--- config.mk ---
export PLATFORM = sky130hd
export DESIGN_NAME = fetch_sequencer
export DESIGN_NICKNAME = d
export VERILOG_FILES = /design/src/rtl/fetch_sequencer.sv
export SDC_FILE = /design/constraint.sdc
export NUM_CORES = 1
export LEC_CHECK = 0
export CORE_MARGIN = 1
export CORE_UTILIZATION = 31
export DETAILED_ROUTE_END_ITERATION = 7
export PLACE_DENSITY_LB_ADDON = 0.15
export SLEW_MARGIN = 20
export SYNTH_ARGS = -nofsm -noshare
export SYNTH_HDL_FRONTEND = slang
export SYNTH_SLANG_ARGS = --single-unit
--- constraint.sdc ---
create_clock -name clk -period 4.6 [get_ports clk]
set_input_delay 0.92 -clock clk [delete_from_list [all_inputs] [get_ports clk]]
set_output_delay 0.92 -clock clk [all_outputs]
set_load 0.02 [all_outputs]
--- src/rtl/fetch_sequencer.sv ---
// Two-byte instruction fetch sequencer: issues low/high byte reads to a
// byte-wide memory, assembles a little-endian 16-bit instruction and hands
// it to the core with a valid/ack handshake. A branch flush abandons the
// fetch, draining any read that memory has already accepted.
module fetch_sequencer #(
  parameter int unsigned ADDR_W = 16
) (
  input  logic              clk,
  input  logic              rst,
  input  logic              fetch_req,
  input  logic [ADDR_W-1:0] fetch_addr,
  output logic              fetch_busy,
  output logic [15:0]       inst,
  output logic              inst_valid,
  input  logic              inst_ack,
  input  logic              flush,
  output logic              mem_req,
  output logic [ADDR_W-1:0] mem_addr,
  input  logic              mem_gnt,
  input  logic              mem_rvalid,
  input  logic [7:0]        mem_rdata
);

  localparam int unsigned INST_W = 16;
  localparam int unsigned BYTE_W = 8;

  typedef enum logic [2:0] {
    IDLE    = 3'd0,
    REQ_LO  = 3'd1,
    WAIT_LO = 3'd2,
    REQ_HI  = 3'd3,
    WAIT_HI = 3'd4,
    HOLD    = 3'd5,
    DRAIN   = 3'd6
  } state_e;

  state_e              state_q, state_d;
  logic [ADDR_W-1:0]   addr_q, addr_d;
  logic [BYTE_W-1:0]   lo_q, lo_d;
  logic [INST_W-1:0]   inst_q, inst_d;
  logic                inst_valid_q, inst_valid_d;
  logic                mem_req_q, mem_req_d;
  logic [ADDR_W-1:0]   mem_addr_q, mem_addr_d;
  logic                busy_q, busy_d;

  // State and registered outputs; reset abandons any outstanding read.
  always_ff @(posedge clk) begin
    if (rst) begin
      state_q      <= IDLE;
      addr_q       <= '0;
      lo_q         <= '0;
      inst_q       <= '0;
      inst_valid_q <= 1'b0;
      mem_req_q    <= 1'b0;
      mem_addr_q   <= '0;
      busy_q       <= 1'b0;
    end else begin
      state_q      <= state_d;
      addr_q       <= addr_d;
      lo_q         <= lo_d;
      inst_q       <= inst_d;
      inst_valid_q <= inst_valid_d;
      mem_req_q    <= mem_req_d;
      mem_addr_q   <= mem_addr_d;
      busy_q       <= busy_d;
    end
  end

  // Next-state logic; flush wins over every transition, and goes to DRAIN
  // only when a granted read is still owed a response.
  always_comb begin
    state_d      = state_q;
    addr_d       = addr_q;
    lo_d         = lo_q;
    inst_d       = inst_q;
    inst_valid_d = inst_valid_q;

    unique case (state_q)
      IDLE: begin
        if (fetch_req && !flush) begin
          addr_d  = fetch_addr;
          state_d = REQ_LO;
        end
      end
      REQ_LO: begin
        if (flush)        state_d = mem_gnt ? DRAIN : IDLE;
        else if (mem_gnt) state_d = WAIT_LO;
      end
      WAIT_LO: begin
        if (flush) begin
          state_d = mem_rvalid ? IDLE : DRAIN;
        end else if (mem_rvalid) begin
          lo_d    = mem_rdata;
          state_d = REQ_HI;
        end
      end
      REQ_HI: begin
        if (flush)        state_d = mem_gnt ? DRAIN : IDLE;
        else if (mem_gnt) state_d = WAIT_HI;
      end
      WAIT_HI: begin
        if (flush) begin
          state_d = mem_rvalid ? IDLE : DRAIN;
        end else if (mem_rvalid) begin
          inst_d       = {mem_rdata, lo_q};
          inst_valid_d = 1'b1;
          state_d      = HOLD;
        end
      end
      HOLD: begin
        if (flush) begin
          inst_valid_d = 1'b0;
          state_d      = IDLE;
        end else if (inst_ack) begin
          inst_valid_d = 1'b0;
          if (fetch_req) begin
            addr_d  = fetch_addr;
            state_d = REQ_LO;
          end else begin
            state_d = IDLE;
          end
        end
      end
      DRAIN: begin
        if (mem_rvalid) state_d = IDLE;
      end
      default: begin
        state_d      = IDLE;
        inst_valid_d = 1'b0;
      end
    endcase
  end

  // Memory-side outputs are derived from the next state so they are registered
  // and line up with the state they belong to; the address holds otherwise.
  always_comb begin
    mem_req_d  = (state_d == REQ_LO) || (state_d == REQ_HI);
    mem_addr_d = mem_addr_q;
    if (state_d == REQ_LO) begin
      mem_addr_d = addr_d;
    end else if (state_d == REQ_HI) begin
      mem_addr_d = addr_d + ADDR_W'(1);
    end
    busy_d = (state_d != IDLE);
  end

  assign fetch_busy = busy_q;
  assign inst       = inst_q;
  assign inst_valid = inst_valid_q;
  assign mem_req    = mem_req_q;
  assign mem_addr   = mem_addr_q;

endmodule

# Word level (Yosys, flattened, before mapping)
# Index checks and enable logic that the tools add are counted.
# word_totals
rom_bits,0
reg_bits,62
wordCells,60
mem_bits_rw,0
input_bits,31
latch_bits,0
out_inout_bits,35
memories,0
# op_classes
mux,28
shifts,0
n_reduce_logical,10
add_sub_neg,1
n_bitwise,2
div,0
n_eq_ne,11
n_mul,0
n_lt_le_gt_ge,0
# op_table
op,n
$mux 16,6
$mux 3,14
$pmux 16 s2,1
$pmux 3 s7,1
$add 16x1->16 const B,1
$eq 3x2->1 const B,3
$eq 3x3->1 const B,3
$eq 3x1->1 const B,2
$reduce_and 3->1,2
$mux 1,5
$reduce_or 5->1,1
$ne 2x2->1 const B,2
$reduce_and 4->1,1
$logic_not 3->1,1
$ne 3x3->1 const B,1
$pmux 1 s3,1
$reduce_bool 3->1,1
$not 1->1,2
$reduce_bool 2->1,1
$logic_and 1x1->1,1
$logic_not 1->1,1
$logic_or 1x1->1,1

# Depth between registers and ports, before layout
# logic_depth
depth_word,7
ltp_mapped,12

# Worst setup path before layout
# No wires, ideal clock.
# synth_timing
path_type,in2reg
from,input inst_ack
to,"register mem_addr_q[10], in the netlist mem_addr[10]"
required_time_ps,4483
setup_slack_ps,1513
path_stages,10
setup_ps,117
t_arrival_ps,2970
cell_sequence,and3_1 > o211ai_4 > buf_8 > buf_2 > mux2i_1 > inv_1 > ha_1 > nand2_1 > or4_1 > a32o_1
# synth_between
elab_chain_len,6
word_cells_on_any_way,12
cone_classes,add/sub: 1; eq/ne: 2; mux: 8; reduce/logical: 1
# synth_rtl
element,line_no,source
"start, declared",15,"input logic inst_ack,"
$mux 16,114,end else if (inst_ack) begin
$mux 16,111,if (flush) begin
$pmux 16 s2,78,unique case (state_q)
net addr_d[0],38,"logic [ADDR_W-1:0] addr_q, addr_d;"
$add 16x1->16,142,mem_addr_d = addr_d + ADDR_W'(1);
$mux 16,141,end else if (state_d == REQ_HI) begin
$mux 16,139,if (state_d == REQ_LO) begin
"end signal, assigned",64,mem_addr_q <= mem_addr_d;
"end, declared",43,"logic [ADDR_W-1:0] mem_addr_q, mem_addr_d;"
# The timed path passes the listed nets, and every way through them passes these cells. The select of a mux whose other input is x is not followed.
# A chain may end at the register's enable or synchronous reset.

# Worst setup path in the final report
# layout_timing
from,input inst_ack
to,"register mem_addr_q[12], in the netlist mem_addr[12]"
# layout_between
elab_chain_len,6
word_cells_on_any_way,12
cone_classes,add/sub: 1; eq/ne: 2; mux: 8; reduce/logical: 1
# layout_rtl
element,line_no
$mux 16,114
$mux 16,111
$pmux 16 s2,78
$add 16x1->16,142
$mux 16,141
$mux 16,139
# Several ways; a longest one is shown, not always the timed one. The select of a mux whose other input is x is not followed.

==> results.md <==
* Result of the run: finished, final reports clean
* Fillers at 934
* Core ar. at 9200 um^2
* Detail Placement HPWL at 5270 um
* Minimum clock period at 3290 ps
* PD cells at 337 nW/um^2
* Total net switching power at 0.348 mW
* Highest routing layer actually used: met4
* Worst-Margin Slew at 1100 ps
* Largest stage delay on the critical path at 460 ps
* Clock share of power at 41.4%
* Unrepaired setup endpoints after global routing: false
* Share of flip-flops with an asynchronous set or reset at 0%
* CTS max path bufs at 2
* Hold buffers post-CTS at 0
* Cts repair resizes at 0
* Gate Count Post-Synth at 332
* Fin. Hold Viols at 0
* Worst-path clk slew at 70 ps
* Hold Crit Start: lo_q[0]
* IO Pins at 66
* Reg power frac at 44.4%
* Overflow after GRT at 0
* H-tree Lvls at 3
* M1 WL at 3550 um
* Via density at 5.19
* Die width at 99.3 um
* Clock sink count at 62
* Via count at 2,638
* WL met3 at 436 um
* Kind of start point of the critical path: input port
* Setup crit start: inst_ack
* Reg area at 1240 um^2
* Leak at 1.40 nW
* WL met2 at 3470 um
* Hold WC Path Type: reg -> reg
* Synthesized area at 2940 um^2
* CTS tree: done
* Overall Global Routing Usage at 15.9%
* Maximum VDD drop at 0.163 mV
* Tcrit/Tclk final at 71.4%
* Initial antenna violation count at 0
* Int Power at 0.945 mW
* Distinct cells, synth at 54
* Final instance area at 3840 um^2
* Pwr Total at 1.29 mW
* Slew Viols, Final at 0
* Nets at 424
* WL final at 7530 um
* Setup violations, final at 0
* Drt first-iter violations at 106
* Worst path required time at 4830 ps
* Number of iterations in the first detailed-routing pass at 5
* Root Buffer: clkbuf_8
* Final ANT Viol Nets at 0
* Most frequent cells in the layout: clkdlybuf4s50_1 (65), dfxtp_1 (62), nand2_1 (47), nor2_1 (39), mux2i_1 (24)
* Fmax achieved at 0.304 GHz
* Clock Latency Late Sink at 340 ps
* Setup TNS at 0 ps
* Switching Share at 26.9%
* Starting Density at 31.9%
* Synthesized netlist net count at 364
* Crit Path Class: in -> reg
* Critical R2R Launch: state_q[2]
* Max Clock Skew at 10.3 ps
* Wirelength per Cell at 14.8 um
* Syn avg cell area at 8.84 um^2
* Worst-path cell chain: clkdlybuf4s50_1 > and3_1 > o211ai_4 > buf_4 > mux2i_1 > nor2_1 > or4b_1 > a32o_1
* Top_reg_cell synth: dfxtp_1
* CP Max Fanout at 35
* CP endpoint kind: register
* Die H at 99.3 um
* WP data arrival at 3520 ps
* PortBufs at 65
* Most common cell after layout, fill and taps aside: clkdlybuf4s50_1
* DRC errors left at 0
* Multi-input logic area at 1540 um^2
* Post-synth EDFFs at 0
* First-pass GRT wire length at 12,100 um
* Die area at 9860 um^2
* Post-CTS Setup Inserts at 0
* Max cap viols at 0
* Vias in the first global route at 2,520
* Fraction of layout cells with a size suffix above 1 at 7.56%
* CTS buffer count at 9
* Seq/Total Area, Yosys at 42.3%
* Area Overhead vs Synth at 30.7%
* Placed cell area at 3610 um^2
* Slowest-stage cell, CP: clkdlybuf4s50_1
* Slew headroom at 26.5%
* Synth Warn # at 0
* Largest net degree at the start of global routing at 47
* Hold_ws at 453 ps
* #FFs+latches synth at 62
* Row cnt at 35
* Ant. Diodes at 0
* Final Wtd Congestion at 0.763
* Comb pwr share at 14.2%
logic make-up after synthesis:
kind of cell,count (synthesis),synth area share [%]
xor+xnor,2,0.597
flops,62,42.3
simple gates,142,23.5
compound gates,72,17.9
buf+inv,25,5.28
fa+ha+maj,1,0.426
mux,28,9.93
metrics by stage:
| stage | worst slack, ps | util (%) | std cells |
|---|---|---|---|
| floorplan | 1510 | - | 332 |
| global placement | 1000 | 39.3 | 492 |
| detailed placement | 968 | 39.3 | 492 |
| CTS | 1340 | 41.7 | 508 |
| global route | 1170 | 41.7 | 508 |
| finish | 1310 | 41.7 | 508 |
cell type report:
type | count | share of cell area, %
Sequential cell | 62 | 32.4
Timing Repair Buffer | 68 | 17.5
Multi-Input combinational cell | 245 | 40.1
Tap cell | 111 | 3.62
Clock inverter | 7 | 2.54
Clock buffer | 9 | 3.23
Inverter | 6 | 0.587
metal layers:
metal,GRT usage (%),vias to the layer above
li1,-,1322
met2,24.4,74
met4,5.77,0
met3,5.27,6
met5,0,-
met1,20.7,1236
path summary, 6_finish.rpt:
| check | end | slack (ps) | depth (start not counted) |
|---|---|---|---|
| min reg2reg | inst[0] | 450 | 2 |
| max reg2reg | mem_addr[15] | 1830 | 6 |
| min | inst[0] | 450 | 2 |
| max | mem_addr[12] | 1310 | 8 |
power by group through the flow:
stage,combinational (mW),sequential (mW),clock (mW)
6_report,0.183,0.574,0.536
5_1_grt,0.200,0.576,0.577
4_1_cts,0.185,0.574,0.550
3_5_place_dp,0.184,0.586,0
3_3_place_gp,0.183,0.586,0
2_1_floorplan,0.108,0.593,0
worst max-delay path: cells and delay by family:
kind	cells	cell delay [ps]
and+or+nand+nor	3	820
muxes	1	300
buffers and inverters	2	920
AOI/OAI and AO/OA	2	540
flip-flops by register name, indices dropped and copies added (netlist names):
signal / cells
inst: 16
mem_addr: 16
addr_q: 16
inst_valid: 1
state_q: 3
fetch_busy: 1
lo_q: 8
mem_req: 1
Yosys cell counts (2+ instances only):
master	instances	area (um^2)
a211oi_1	2	15.0
nor3b_1	2	15.0
o21ai_0	3	15.0
nand4_1	6	37.5
nand2b_1	3	18.8
buf_4	2	15.0
dfxtp_1	62	1240
and2_1	2	12.5
nor2_1	39	146
a31oi_1	5	31.3
a21oi_1	23	115
buf_2	3	15.0
inv_1	6	22.5
or3_1	4	25.0
buf_6	3	33.8
mux2_2	2	22.5
nand2_1	47	176
and3_1	3	18.8
or4_1	9	67.6
o41ai_1	2	17.5
nor3_1	3	15.0
a21o_1	3	22.5
o21ai_1	4	20.0
mux2i_1	24	240
a32o_1	11	110
o31ai_1	8	60.1
nor2_2	2	12.5
o211ai_1	2	15.0
nand3_1	13	65.1
clkbuf_1	9	33.8
xnor2_1	2	17.5
Power figures use the tool's default switching activity.
